`src/rtl/axi4_lite_pkg.sv`:
```
// axi4_lite_pkg: shared constants, FSM state types and address decode for the AXI4-Lite register slave
package axi4_lite_pkg;
  localparam int NUM_REGS = 16;
  localparam logic [31:0] ADDR_UPPER_MASK = 32'hFFFF_FFC0;
  localparam logic [1:0] RESP_OKAY = 2'b00;
  localparam logic [1:0] RESP_SLVERR = 2'b10;
  typedef logic [3:0] reg_idx_t;
  typedef enum logic [1:0] {WR_IDLE, WR_ADDR, WR_DATA, WR_RESP} wr_state_t;
  typedef enum logic {RD_IDLE, RD_VALID} rd_state_t;
  function automatic logic addr_ok(input logic [31:0] a);
    return (a & ADDR_UPPER_MASK) == 32'h0;
  endfunction
endpackage

```
`src/rtl/axi4_lite_regfile.sv`:
```
// axi4_lite_regfile: register bank with a byte-strobed write port and a combinational read port
module axi4_lite_regfile
  import axi4_lite_pkg::*;
#(
  parameter int N = NUM_REGS,
  parameter logic [31:0] RESET_VALUE = 32'h0
) (
  input  logic        clk_i,
  input  logic        rst_ni,
  input  logic        we_i,
  input  reg_idx_t    widx_i,
  input  logic [31:0] wdata_i,
  input  logic [3:0]  wstrb_i,
  input  reg_idx_t    ridx_i,
  output logic [31:0] rdata_o
);
  logic [31:0] regs_q [N];
  logic [31:0] regs_d [N];
  // merge the enabled byte lanes into the addressed register
  always_comb begin
    regs_d = regs_q;
    if (we_i) for (int b = 0; b < 4; b++) if (wstrb_i[b]) regs_d[widx_i][8*b+:8] = wdata_i[8*b+:8];
  end
  // register storage with asynchronous clear to the reset value
  always_ff @(posedge clk_i or negedge rst_ni) begin
    if (!rst_ni) for (int i = 0; i < N; i++) regs_q[i] <= RESET_VALUE;
    else regs_q <= regs_d;
  end
  assign rdata_o = regs_q[ridx_i];
endmodule

```
`src/rtl/axi4_lite_slave.sv`:
```
// axi4_lite_slave: AXI4-Lite slave with independent write (AW/W/B) and read (AR/R) FSMs over a register bank
module axi4_lite_slave
  import axi4_lite_pkg::*;
#(
  parameter int NUM_REGS = axi4_lite_pkg::NUM_REGS,
  parameter logic [31:0] RESET_VALUE = 32'h0000_0000
) (
  input  logic        aclk,
  input  logic        aresetn,
  input  logic [31:0] araddr,
  input  logic        arvalid,
  output logic        arready,
  output logic [31:0] rdata,
  output logic [1:0]  rresp,
  output logic        rvalid,
  input  logic        rready,
  input  logic [31:0] awaddr,
  input  logic        awvalid,
  output logic        awready,
  input  logic [31:0] wdata,
  input  logic [3:0]  wstrb,
  input  logic        wvalid,
  output logic        wready,
  output logic [1:0]  bresp,
  output logic        bvalid,
  input  logic        bready
);
  wr_state_t wr_q, wr_d;
  rd_state_t rd_q, rd_d;
  logic [31:0] awaddr_q, awaddr_d, wdata_q, wdata_d, rdata_q, rdata_d, rf_rdata;
  logic [3:0] wstrb_q, wstrb_d;
  logic [1:0] bresp_q, bresp_d, rresp_q, rresp_d;
  logic aw_hs, w_hs, ar_hs, wr_en;
  assign awready = aresetn && (wr_q == WR_IDLE || wr_q == WR_DATA);
  assign wready = aresetn && (wr_q == WR_IDLE || wr_q == WR_ADDR);
  assign arready = aresetn && rd_q == RD_IDLE;
  assign aw_hs = awvalid && awready;
  assign w_hs = wvalid && wready;
  assign ar_hs = arvalid && arready;
  assign bvalid = wr_q == WR_RESP;
  assign bresp = bresp_q;
  assign rvalid = rd_q == RD_VALID;
  assign rdata = rdata_q;
  assign rresp = rresp_q;
  // write FSM: latch AW and W independently; the _d copies are the effective payload used for the update
  always_comb begin
    wr_d = wr_q;
    awaddr_d = aw_hs ? awaddr : awaddr_q;
    wdata_d = w_hs ? wdata : wdata_q;
    wstrb_d = w_hs ? wstrb : wstrb_q;
    bresp_d = bresp_q;
    case (wr_q)
      WR_IDLE: wr_d = aw_hs && w_hs ? WR_RESP : aw_hs ? WR_ADDR : w_hs ? WR_DATA : WR_IDLE;
      WR_ADDR: wr_d = w_hs ? WR_RESP : WR_ADDR;
      WR_DATA: wr_d = aw_hs ? WR_RESP : WR_DATA;
      default: wr_d = bready ? WR_IDLE : WR_RESP;
    endcase
    wr_en = wr_d == WR_RESP && wr_q != WR_RESP;
    if (wr_en) bresp_d = addr_ok(awaddr_d) ? RESP_OKAY : RESP_SLVERR;
  end
  // read FSM: capture the response at the AR handshake and hold it until accepted
  always_comb begin
    rd_d = rd_q;
    rdata_d = rdata_q;
    rresp_d = rresp_q;
    if (ar_hs) begin
      rd_d = RD_VALID;
      rdata_d = addr_ok(araddr) ? rf_rdata : 32'h0;
      rresp_d = addr_ok(araddr) ? RESP_OKAY : RESP_SLVERR;
    end else if (rd_q == RD_VALID && rready) rd_d = RD_IDLE;
  end
  // channel state and held payloads, all cleared asynchronously
  always_ff @(posedge aclk or negedge aresetn) begin
    if (!aresetn) begin
      wr_q <= WR_IDLE;
      rd_q <= RD_IDLE;
      awaddr_q <= '0;
      wdata_q <= '0;
      wstrb_q <= '0;
      bresp_q <= '0;
      rdata_q <= '0;
      rresp_q <= '0;
    end else begin
      wr_q <= wr_d;
      rd_q <= rd_d;
      awaddr_q <= awaddr_d;
      wdata_q <= wdata_d;
      wstrb_q <= wstrb_d;
      bresp_q <= bresp_d;
      rdata_q <= rdata_d;
      rresp_q <= rresp_d;
    end
  end
  axi4_lite_regfile #(.N(NUM_REGS), .RESET_VALUE(RESET_VALUE)) u_regfile (
    .clk_i  (aclk),
    .rst_ni (aresetn),
    .we_i   (wr_en && addr_ok(awaddr_d)),
    .widx_i (awaddr_d[5:2]),
    .wdata_i(wdata_d),
    .wstrb_i(wstrb_d),
    .ridx_i (araddr[5:2]),
    .rdata_o(rf_rdata)
  );
endmodule

```
`config.mk`:
```
export PLATFORM = sky130hd
export DESIGN_NAME = axi4_lite_slave
export DESIGN_NICKNAME = d
export VERILOG_FILES = /design/src/rtl/axi4_lite_pkg.sv /design/src/rtl/axi4_lite_regfile.sv /design/src/rtl/axi4_lite_slave.sv
export SDC_FILE = /design/constraint.sdc
export NUM_CORES = 1
export LEC_CHECK = 0
export ABC_CLOCK_PERIOD_IN_PS = 3200
export BUFFER_PORTS_ARGS = -buffer_cell sky130_fd_sc_hd__buf_2
export CAP_MARGIN = 20
export CORE_MARGIN = 4
export CORE_UTILIZATION = 50
export CTS_CLUSTER_DIAMETER = 30
export CTS_CLUSTER_SIZE = 14
export DETAILED_ROUTE_END_ITERATION = 6
export PLACE_DENSITY = 0.67
export SLEW_MARGIN = 20
export SYNTH_ARGS = -nofsm -noshare
export SYNTH_HDL_FRONTEND = slang
export SYNTH_SLANG_ARGS = --single-unit
```
`constraint.sdc`:
```
create_clock -name aclk -period 3.2 [get_ports aclk]
set_input_delay 0.64 -clock aclk [delete_from_list [all_inputs] [get_ports aclk]]
set_output_delay 0.64 -clock aclk [all_outputs]
set_load 0.02 [all_outputs]
```
# == Yosys cells after proc, flatten, opt, wreduce, memory -nomap -nowiden ==
# Index checks and enable logic that the tools add are counted.
# totals
ff_bits,619
word_cells,90
inputBits,107
out_inout_bits,41
# op_classes
n_reduce_logical,17
n_bitwise,3
eq_ne,5
muxes,37
n_lt_le_gt_ge,3
# ops
operator,count
$mux W512,7
$bwmux W512,4
$demux W32 S4,4
$mux W32,6
$bmux W32 S4,1
$logic_not A32 Y1,2
$mux W24,1
$mux W16,1
$mux W2,7
$logic_and A1 B1 Y1,11
$ge A5 B5 Y1 const B,2
$not A4 Y5,2
$mux W8,1
$eq A2 B2 Y1 const B,3
$pmux W2 S3,1
$lt A5 B1 Y1 const B,1
$mux W4,1
$mux W1,3
$eq A2 B1 Y1 const B,1
$logic_not A2 Y1,1
$logic_or A1 B1 Y1,2
$ne A2 B2 Y1 const B,1
$reduce_bool A2 Y1,1
$not A1 Y1,1

# == Logic depth before layout (Yosys ltp) ==
# Gate-level depths: netlist (run 1).
# logic_depth
word_depth,21
mapped_depth,8
ltp_nobuf,5

# == By module ==
# A second synthesis (run 1) with hierarchy kept.
# hier_totals
hier_cells,1717
area_unflattened_um2,27442.6
# by_module_without_submodules
mod,cells_each,instances,area_each_um2,seq_area_each_um2
axi4_lite_regfile,1443,1,23376.2,12812.3
axi4_lite_slave,274,1,4066.4,2577.5

# == Worst setup path before layout (run 1) ==
# OpenSTA, ideal clock, no wires.
# synth_timing
path_type,input to register
from,in awaddr[7]
to,reg u_regfile.regs_q[336] in the netlist's numbering
t_arrival_ps,2651
setup_slack_ps,424
cell_stages,5
n_path_buf,0
required_ps,3075
setup_ps,125
cell_sequence,or4_4 > nor4b_2 > a22oi_1 > nor4_4 > mux2_2
# synth_via
elab_chain_cells,3
# synth_lines
item,line_no,rtl
start: declaration,axi4_lite_slave.sv:17,"input logic [31:0] awaddr,"
$mux W32,axi4_lite_slave.sv:48,awaddr_d = aw_hs ? awaddr : awaddr_q;
$logic_not A32 Y1,axi4_lite_pkg.sv:11,return (a & ADDR_UPPER_MASK) == 32'h0;
$logic_and A1 B1 Y1,axi4_lite_slave.sv:97,".we_i (wr_en && addr_ok(awaddr_d)),"
end signal: assignment,axi4_lite_regfile.sv:27,else regs_q <= regs_d;
end: declaration,axi4_lite_regfile.sv:17,logic [31:0] regs_q [N];
# No other way between the ends.
# A chain may end at the register's enable or synchronous reset.

# == Worst setup path after layout (run 1) ==
# layout_timing
from,in aresetn
to,reg u_regfile.regs_q[436] in the netlist's numbering
# layout_via
elab_chain_cells,16
elab_cells_between_ends,38
classes_between,2 x order compare; 1 x eq/ne; 25 x mux; 1 x bitwise; 9 x reduce/logical
# layout_lines
item,line_no,rtl
start: declaration,axi4_lite_slave.sv:9,"input logic aresetn,"
$logic_and A1 B1 Y1,axi4_lite_slave.sv:34,assign awready = aresetn && (wr_q == WR_IDLE || wr_q == WR_DATA);
$logic_and A1 B1 Y1,axi4_lite_slave.sv:37,assign aw_hs = awvalid && awready;
$mux W32,axi4_lite_slave.sv:48,
$not A4 Y5 (not written as such),axi4_lite_regfile.sv:22,if (we_i) for (int b = 0; b < 4; b++) if (wstrb_i[b]) regs_d[widx_i][8*b+:8] = wdata_i[8*b+:8];
$demux W32 S4,axi4_lite_regfile.sv:22,
$bwmux W512,axi4_lite_regfile.sv:22,
$mux W512 (2 in a row),axi4_lite_regfile.sv:22,
$bwmux W512,axi4_lite_regfile.sv:22,
$mux W512 (2 in a row),axi4_lite_regfile.sv:22,
$bwmux W512,axi4_lite_regfile.sv:22,
$mux W512 (2 in a row),axi4_lite_regfile.sv:22,
$bwmux W512,axi4_lite_regfile.sv:22,
$mux W512,axi4_lite_regfile.sv:22,
# Parallel ways exist; a longest one is shown, timed or not. The select of a mux whose other input is x is not followed.

==> reports/results.tsv, run 1 <==
metric	value	unit
outcome	complete, no violations	
post_route_cells_drive_above_1_share	56.2	%
p_leak	16.9	nW
dp_hpwl	42100	um
postRouteAntennaNets	0	
ios	148	
swShare	26.4	%
synth_flop_cell	dfrtp_1	
ir_worst_vdd	0.576	mV
synth.largest_area_cell	dfrtp_1	
stdcell_count	2916	
synth_top_family_by_area	multiplexers	
yosys.area_share.adder	0	%
cp-startpoint	aresetn	
hold_path.class	input pin to flip-flop	
p_seq_share	34.4	%
yosys-top-cells-area	dfrtp_1, mux2_2, mux4_2	
rr_worst_depth	7	
fin_worst_skew	0.0220	ns
multi_input_area	12600	um^2
grt_usage	22.6	%
rows	87	
power.density	678	nW/um^2
clock_latency	0.66	ns
die_x	247	um
drt-total-wl	66900	um
vias	16600	
ctsRootBufferMaster	clkbuf_16	
setup-tns-final	0	ns
synth_xor_area_share	0	%
gp_congestion	0.784	
layout_commonest_cell	dfrtp_1	
grt_setup_unrepaired	false	
worstPathArrival	3.44	ns
finalSetupViolCount	0	
grt_pass1_wl	106000	um
clock_sinks	615	
avgSynthCellArea	16.1	um^2
power_switching	6.46	mW
start_util	50.6	%
fin_area	36100	um^2
clock_power_share	53.4	%
worstSetupEndpoint	u_regfile.regs_q[436]$_DFFE_PN0P_	
synthSimpleGateAreaFrac	8.18	%
layout_common_cells	dfrtp_1, mux2_2, mux4_2	
synth_top_area_share	53.8	%
end_kind	flip-flop	
async_reset_ff_share	100	%
required	3.73	ns
period_share	90.8	%
fillerInstances	3949	
grt_pass1_vias	18300	
grt_max_degree	182	
synthCells	1772	
grt_overflow	0	
cts_made_buffers	121	
syn2layout_area_growth	26.2	%
fmax	344	MHz
clock_path_buffers	3	
crit_path_start_kind	input pin	
synth_mux_area_share	34.6	%
viasPerCell	5.69	
placed_area	31700	um^2
combPwrFrac	12.1	%
syn_area	28600	um^2
nets	2163	
antenna_found_initial	2	
placedCellCount	2687	
drtIter0Drc	852	
slew_violations	0	
maxSlewHeadroom	30.6	%
ctsHtreeMaxLevel	3	
drtPass1Iterations	5	
reg2reg_from	awaddr_q[7]$_DFF_PN0_	
hold_viol_final	0	
drc	0	
die-area	61000	um^2
yosysSeqAreaShare	53.8	%
cp_max_fo	11	
portBuffers	141	
reg2reg_to	u_regfile.regs_q[114]$_DFFE_PN0P_	
drv_cap	0	
period_needed	2.91	ns
clk_pin_slew	0.05	ns
wire_per_inst	22.9	um
regArea	15400	um^2
r2r_setup_slack	0.32	ns
worstSetupPathType	input pin to flip-flop	
yosysWarnings	0	
internal_power	18.0	mW
synth_edf_count	0	
synth-compound-area-share	1.23	%
die_h	247	um
ys_ff_latch	615	
cts_tree	yes	
worst_pin_slew	1.04	ns
core_area	56500	um^2
synth.distinct_cells	43	
-- routing by layer --
| layer | wire, um | track usage (%) |
|---|---|---|
| met1 | 29600 | 31.0 |
| met2 | 33500 | 37.9 |
| met3 | 2750 | 4.09 |
| met4 | 1080 | 5.42 |
| met5 | 0 | 0 |
-- metrics by stage --
| step | hold WS, ns | utilization [%] | setup slack, ns | power [mW] |
|---|---|---|---|---|
| 6_report | 0.177 | 63.8 | 0.295 | 24.5 |
| 2_1_floorplan | 0.344 | - | 0.424 | 10.5 |
| 4_1_cts | 0.137 | 63.8 | 0.153 | 24.7 |
| 5_1_grt | 0.154 | 63.8 | 0.182 | 25.4 |
| 3_3_place_gp | 0.430 | 56.1 | 0.0744 | 11.4 |
| 3_5_place_dp | 0.430 | 56.1 | 0.0643 | 11.5 |
-- worst min path at each step --
stage	slack [ns]	start	end	depth (start not counted)
floorplan	0.34	aresetn	awaddr_q[10]$_DFF_PN0_	0
global placement	0.43	aresetn	wr_q[0]$_DFF_PN0_	1
detailed placement	0.43	aresetn	wr_q[0]$_DFF_PN0_	1
CTS	0.14	rready	rvalid$_DFFE_PN0P_	2
global route	0.15	rready	rvalid$_DFFE_PN0P_	2
finish	0.18	rready	rvalid$_DFFE_PN0P_	2
-- layout make-up --
cell class                 count  share of cell area, %
clock inverter                62                   2.39
tap                          756                   2.62
inverter                      37                  0.385
multi-input combinational   1016                   35.0
sequential                   615                   42.7
antenna                        2                 0.0139
timing repair buffer         265                   7.32
clock buffer                 163                   9.65
-- flip-flops by register name (all words and copies together) (netlist names) --
| signal | flops |
|---|---|
| rvalid | 1 |
| u_regfile.regs_q | 512 |
| wdata_q | 32 |
| awaddr_q | 30 |
| wr_q | 2 |
| rdata | 32 |
| bresp | 1 |
| rresp | 1 |
| wstrb_q | 4 |
-- cell usage after synthesis (10+ instances only) --
| cell type | number |
|---|---|
| buf_2 | 10 |
| dfrtp_1 | 615 |
| mux4_2 | 160 |
| mux2_1 | 59 |
| nor4_1 | 11 |
| o21ai_0 | 35 |
| a22oi_1 | 10 |
| nand2_1 | 125 |
| nor3_1 | 10 |
| mux2_2 | 465 |
| clkbuf_1 | 65 |
| buf_1 | 17 |
| inv_1 | 37 |
| nor4_4 | 65 |
| mux2_4 | 24 |
-- logic make-up (layout without fill, tap and decap cells) --
family                 count (synthesis)  in the layout
other                                  1              4
AO/OA/AOI/OAI                         55             55
flip-flops                           615            615
AND/OR/NAND/NOR                      250            250
buffers and inverters                142            527
multiplexers                         709            709
-- power groups by stage --
stage,combinational (mW),clock (mW),sequential (mW)
after global routing,3.22,13.7,8.47
after CTS,2.97,13.3,8.43
after detailed placement,2.95,0,8.54
final,2.96,13.1,8.42
after global placement,2.85,0,8.52
after floorplan,2.03,0,8.49
-- timing repair --
action / CTS / global route
hold buffers: 1 / 0
buffers inserted: 0 / 0
endpoints found under the setup margin: 0 / 9
endpoints found under the hold margin: 1 / 0
gates resized for setup: 0 / 1
-- worst max-delay path, stage by stage --
cell	delay, ns
dlygate4sd3_1	0.56
buf_8	0.13
nand3b_2	0.25
buf_4	0.27
nor3b_1	0.30
buf_4	0.19
a22oi_1	0.08
buf_4	0.21
nor4_4	0.25
buf_12	0.19
mux2_2	0.33
Note: power is estimated with default switching activity, not from simulation.
==> inputs of run 2 (changes only) <==
- ABC_CLOCK_PERIOD_IN_PS: 3200 -> 3550
- clock period: 3.2 -> 3.55 ns (I/O delays scaled with it)
==> reports/results.tsv, run 2 (synthesis gave the netlist of run 1 again) <==
metric	value	unit	change
outcome	complete, no violations		
grt_max_degree	167		-8.2%
drtIter0Drc	972		+14%
viasPerCell	5.72		+0.61%
holdPathEnd	rvalid$_DFFE_PN0P_		
start_util	50.6	%	unchanged
period_share	95.3	%	
drc	0		unchanged
worst_pin_slew	1.12	ns	+0.0797 ns
postRouteAntennaNets	0		unchanged
drt-total-wl	68300	um	+2.1%
p_seq_share	32.7	%	-1.7 points
grt_pass1_wl	108000	um	+1.4%
gp_congestion	0.789		+0.62%
r2r_setup_slack	0.33	ns	about the same
reg2reg_from	wr_q[0]$_DFF_PN0_		
cts_hold_buf	1		unchanged
nets	2161		-0.092%
worstSetupPathType	input pin to flip-flop		
maxSlewHeadroom	25.3	%	-5.3 points
ios	148		unchanged
syn2layout_area_growth	24.8	%	
vias	16700		+0.89%
setup-tns-final	0	ns	unchanged
placedCellCount	2669		-0.67%
worstPathArrival	3.95	ns	+0.51 ns
post_route_cells_drive_above_1_share	56.4	%	+0.21 points
clock_power_share	56.0	%	+2.6 points
stdcell_count	2924		+0.27%
dp_hpwl	42600	um	+1.2%
fin_worst_skew	0.0226	ns	+0.000589 ns
hold_path.class	input pin to flip-flop		
ctsHtreeMaxLevel	4		+1
wire_per_inst	23.4	um	+1.8%
drv_cap	0		unchanged
clock_path_buffers	3		unchanged
period_needed	3.38	ns	
rows	87		unchanged
cts_tree	yes		
reg2reg_to	u_regfile.regs_q[456]$_DFFE_PN0P_		
core_area	56500	um^2	unchanged
post_cts_buffers	0		unchanged
p_leak	16.9	nW	about the same
cts_resized	0		unchanged
place_ws	0.127	ns	+0.0627 ns
ir_worst_vdd	0.547	mV	-5.0%
swShare	26.2	%	-0.22 points
grt_pass1_vias	18600		+1.9%
clock_latency	0.69	ns	+0.03 ns
layout_common_cells	dfrtp_1, mux2_2, mux4_2		
min_from	rready		
combPwrFrac	11.3	%	-0.8 points
grt_overflow	0		unchanged
crit_path_start_kind	input pin		
slew_violations	0		unchanged
rr_worst_depth	7		unchanged
fmax	296	MHz	
grt_setup_unrepaired	false		
die-area	61000	um^2	unchanged
final_util	63.1	%	-0.71 points
largest_reg_flops	512		unchanged
finalSetupViolCount	0		unchanged
die_h	247	um	unchanged
drtPass1Iterations	5		unchanged
ctsRootBufferMaster	clkbuf_16		
hold_viol_final	0		unchanged
portBuffers	141		unchanged
clk_pin_slew	0.05	ns	about the same
power.density	652	nW/um^2	-3.8%
regMostFlops	u_regfile.regs_q		
required	4.11	ns	+0.38 ns
end_kind	flip-flop		
clock_sinks	615		unchanged
cp_max_fo	20		+9
internal_power	17.2	mW	-4.6%
grt_usage	23.2	%	+0.62 points
power	23.3	mW	-4.9%
cts_made_buffers	133		+9.9%
min_path_cells	2		unchanged
setup_slack	0.166	ns	-0.128 ns
antenna_found_initial	4		+2
die_x	247	um	unchanged
layout_commonest_cell	dfrtp_1		
power_switching	6.09	mW	-5.7%
run 2: cell count changes in the layout (fill, tap and decap cells not counted), moves of 3 or more:
cell,change
buf_12,-63
buf_2,+3
buf_4,+43
clkbuf_1,-3
clkbuf_16,+15
clkinv_4,-6
clkinvlp_4,+3
inv_6,+8
run 2: cell type report:
cell class | instances | area, um^2
Sequential cell | 615 | 15400
Tap cell | 756 | 946
Clock inverter | 68 | 968
Multi-Input combinational cell | 1016 | 12600
Antenna cell | 4 | 10.0
Clock buffer | 177 | 3870
Timing Repair Buffer | 251 | 1740
Fill cell | 4042 | 20800
Inverter | 37 | 139
run 2: metal layers:
layer	wire length (um)	vias up	track usage (%)
met5	0	-	0
met1	29200	8960	30.9
met4	1570	0	8.43
met3	3240	115	4.81
met2	34300	380	38.1
li1	-	7277	-
run 2: worst max-delay path by stage:
stage / slack, ns / start / cells past startpoint / to
after global placement: 0.21 / aresetn / 7 / u_regfile.regs_q[242]$_DFFE_PN0P_
after global routing: 0.02 / aresetn / 9 / u_regfile.regs_q[463]$_DFFE_PN0P_
after CTS: 0.17 / aresetn / 5 / arready
after floorplan: 0.70 / awaddr[7] / 5 / u_regfile.regs_q[336]$_DFFE_PN0P_
after detailed placement: 0.13 / aresetn / 7 / u_regfile.regs_q[471]$_DFFE_PN0P_
final: 0.17 / aresetn / 9 / u_regfile.regs_q[456]$_DFFE_PN0P_
run 2: through the flow:
step | instance area (um^2) | hold slack (ns)
after detailed placement | 30800 | 0.460
final | 35700 | 0.212
after floorplan | 28600 | 0.414
after global routing | 35700 | 0.185
after global placement | 30800 | 0.454
after CTS | 35600 | 0.166
run 2: worst max-delay path, stage by stage:
cell and delay (ns):
dlygate4sd3_1 0.56, buf_8 0.15, nand3b_2 0.38, nor3b_1 0.67, a22oi_1 0.44, buf_2 0.28
nor4_4 0.13, buf_4 0.26, mux2_2 0.36
run 2: power groups by stage:
stage / Combinational, mW / Clock, mW / Sequential [mW]
3_3_place_gp: 2.52 / 0 / 7.67
2_1_floorplan: 1.83 / 0 / 7.65
5_1_grt: 2.87 / 13.7 / 7.64
4_1_cts: 2.64 / 13.2 / 7.60
3_5_place_dp: 2.62 / 0 / 7.70
6_report: 2.63 / 13.0 / 7.60
==> inputs of run 3 (changes only) <==
- CORE_ASPECT_RATIO: default -> 1.5
==> reports/results.tsv, run 3 (synthesis gave the netlist of run 1 again) <==
metric	value	unit	change
start_util	50.3	%	-0.24 points
r2r_setup_slack	0.46	ns	+0.13 ns
gp_congestion	0.764		-3.2%
grt_max_degree	170		+1.8%
die_x	203	um	-18%
worst_pin_slew	1.18	ns	+0.0636 ns
ctsHtreeMaxLevel	3		-1
finalSetupViolCount	0		unchanged
syn2layout_area_growth	20.4	%	
layout_commonest_cell	dfrtp_1		
cts_hold_buf	1		unchanged
period_needed	3.29	ns	-0.0934 ns
cp_max_fo	10		-50%
clock_latency	0.65	ns	-0.04 ns
dp_hpwl	42600	um	+0.22%
reg2reg_from	wr_q[0]$_DFF_PN0_		
period_share	92.7	%	-2.6 points
setup_slack	0.260	ns	+0.0934 ns
grt_pass1_wl	108000	um	+0.50%
post_cts_buffers	0		unchanged
drtIter0Drc	1002		+3.1%
crit_path_start_kind	input pin		
cts_made_buffers	101		-24%
regMostFlops	u_regfile.regs_q		
met1Wirelength	27300	um	-6.4%
postRouteAntennaNets	0		unchanged
crit_path_top_delay_cell	nor3b_1		
rr_worst_depth	7		unchanged
fmax	304	MHz	+2.8%
grt_usage	22.9	%	-0.30 points
drv_cap	0		unchanged
wire_per_inst	23.9	um	+2.3%
drt-total-wl	68400	um	+0.17%
hold_path.class	input pin to flip-flop		
drc	0		unchanged
grt_overflow	0		unchanged
ir_worst_vdd	0.453	mV	-17%
worstSetupEndpoint	u_regfile.regs_q[470]$_DFFE_PN0P_		
rows	107		+23%
maxSlewHeadroom	21.1	%	-4.2 points
grt_setup_unrepaired	false		
outcome	complete, no violations		
cpMostUsedCell	buf_4		
p_leak	16.3	nW	-3.9%
required	4.07	ns	-0.04 ns
cts_tree	yes		
worstPathArrival	3.81	ns	-0.14 ns
wl_met2	36700	um	+6.9%
clock_path_buffers	3		unchanged
crit_chain	dlygate4sd3_1 -> buf_8 -> nand3b_2 -> nor3b_1 -> a22oi_1 -> buf_4 -> nor4_4 -> buf_4 -> mux2_2		
slew_violations	0		unchanged
place_ws	0.132	ns	+0.00527 ns
fin_worst_skew	0.0281	ns	+0.00542 ns
nets	2121		-1.9%
setup-tns-final	0	ns	unchanged
die-area	61100	um^2	+0.13%
portBuffers	141		unchanged
worstSetupPathType	input pin to flip-flop		
post_route_cells_drive_above_1_share	55.4	%	-1.0 points
grt_pass1_vias	18600		+0.043%
die_h	301	um	+22%
antenna_found_initial	3		-1
top_layer_used	met4		
clk_pin_slew	0.05	ns	about the same
cp-startpoint	aresetn		
drtPass1Iterations	5		unchanged
clock_sinks	615		unchanged
ctsRootBufferMaster	clkbuf_16		
end_kind	flip-flop		
met3_length	2530	um	-22%
core_area	56800	um^2	+0.48%
hold_viol_final	0		unchanged
power.density	593	nW/um^2	-9.0%
worst_path_largest_cell_delay	0.61	ns	-0.06 ns
power	20.4	mW	-12%
hold-worst-slack	0.247	ns	+0.0348 ns
cts_resized	0		unchanged
largest_reg_flops	512		unchanged
vias	16400		-1.8%
ios	148		unchanged
layout_common_cells	dfrtp_1, mux2_2, mux4_2		
viasPerCell	5.74		+0.29%
reg2reg_to	u_regfile.regs_q[470]$_DFFE_PN0P_		
[run 3: changes by cell type in the layout (fill, tap and decap cells not counted), moves of 6 or more]
cell,change
bufinv_16,-6
clkbuf_1,-7
clkbuf_16,-37
clkbuf_8,-20
clkinv_2,-14
clkinv_4,+8
inv_6,+12
inv_8,+6
[run 3: how the worst min path moves through the flow]
stage,start,to,depth (start not counted)
final,rready,rvalid$_DFFE_PN0P_,2
after global routing,rready,rvalid$_DFFE_PN0P_,2
after global placement,awaddr_q[29]$_DFF_PN0_,awaddr_q[29]$_DFF_PN0_,2
after detailed placement,awaddr_q[29]$_DFF_PN0_,awaddr_q[29]$_DFF_PN0_,2
after floorplan,aresetn,awaddr_q[10]$_DFF_PN0_,0
after CTS,rready,rvalid$_DFFE_PN0P_,2
[run 3: power breakdown]
group	total [mW]	internal [mW]	switching, mW
clock network	10.2	6.51	3.69
logic	2.62	0.637	1.98
registers	7.59	7.41	0.182
total	20.4	14.6	5.85
[run 3: area by class of cell]
type / count / area, um^2
clock buffers: 113 / 2640
diodes: 3 / 7.51
fillers: 4302 / 22400
flip-flops and latches: 615 / 15400
inverters: 37 / 139
clock inverters: 74 / 965
multi-input cells: 1016 / 12600
well taps: 763 / 955
repair buffers: 243 / 1700
[run 3: layer usage]
| layer | vias to the layer above | track usage, % |
|---|---|---|
| met5 | - | 0 |
| met4 | 0 | 7.65 |
| met3 | 123 | 3.68 |
| met2 | 352 | 40.7 |
| met1 | 8814 | 28.8 |
| li1 | 7147 | - |
[run 3: critical path, delay by kind of cell]
kind	cells	cell delay, ns
AND/OR/NAND/NOR	3	1.07
buffers and inverters	4	1.25
AO/OA/AOI/OAI	1	0.41
multiplexers	1	0.36
[run 3: through the flow]
stage | instances | area [um^2] | utilization, %
5_1_grt | 2862 | 34400 | 60.6
3_3_place_gp | 2672 | 30800 | 54.2
3_5_place_dp | 2672 | 30800 | 54.2
2_1_floorplan | 1773 | 28600 | -
4_1_cts | 2860 | 34400 | 60.6
6_report | 2864 | 34400 | 60.6
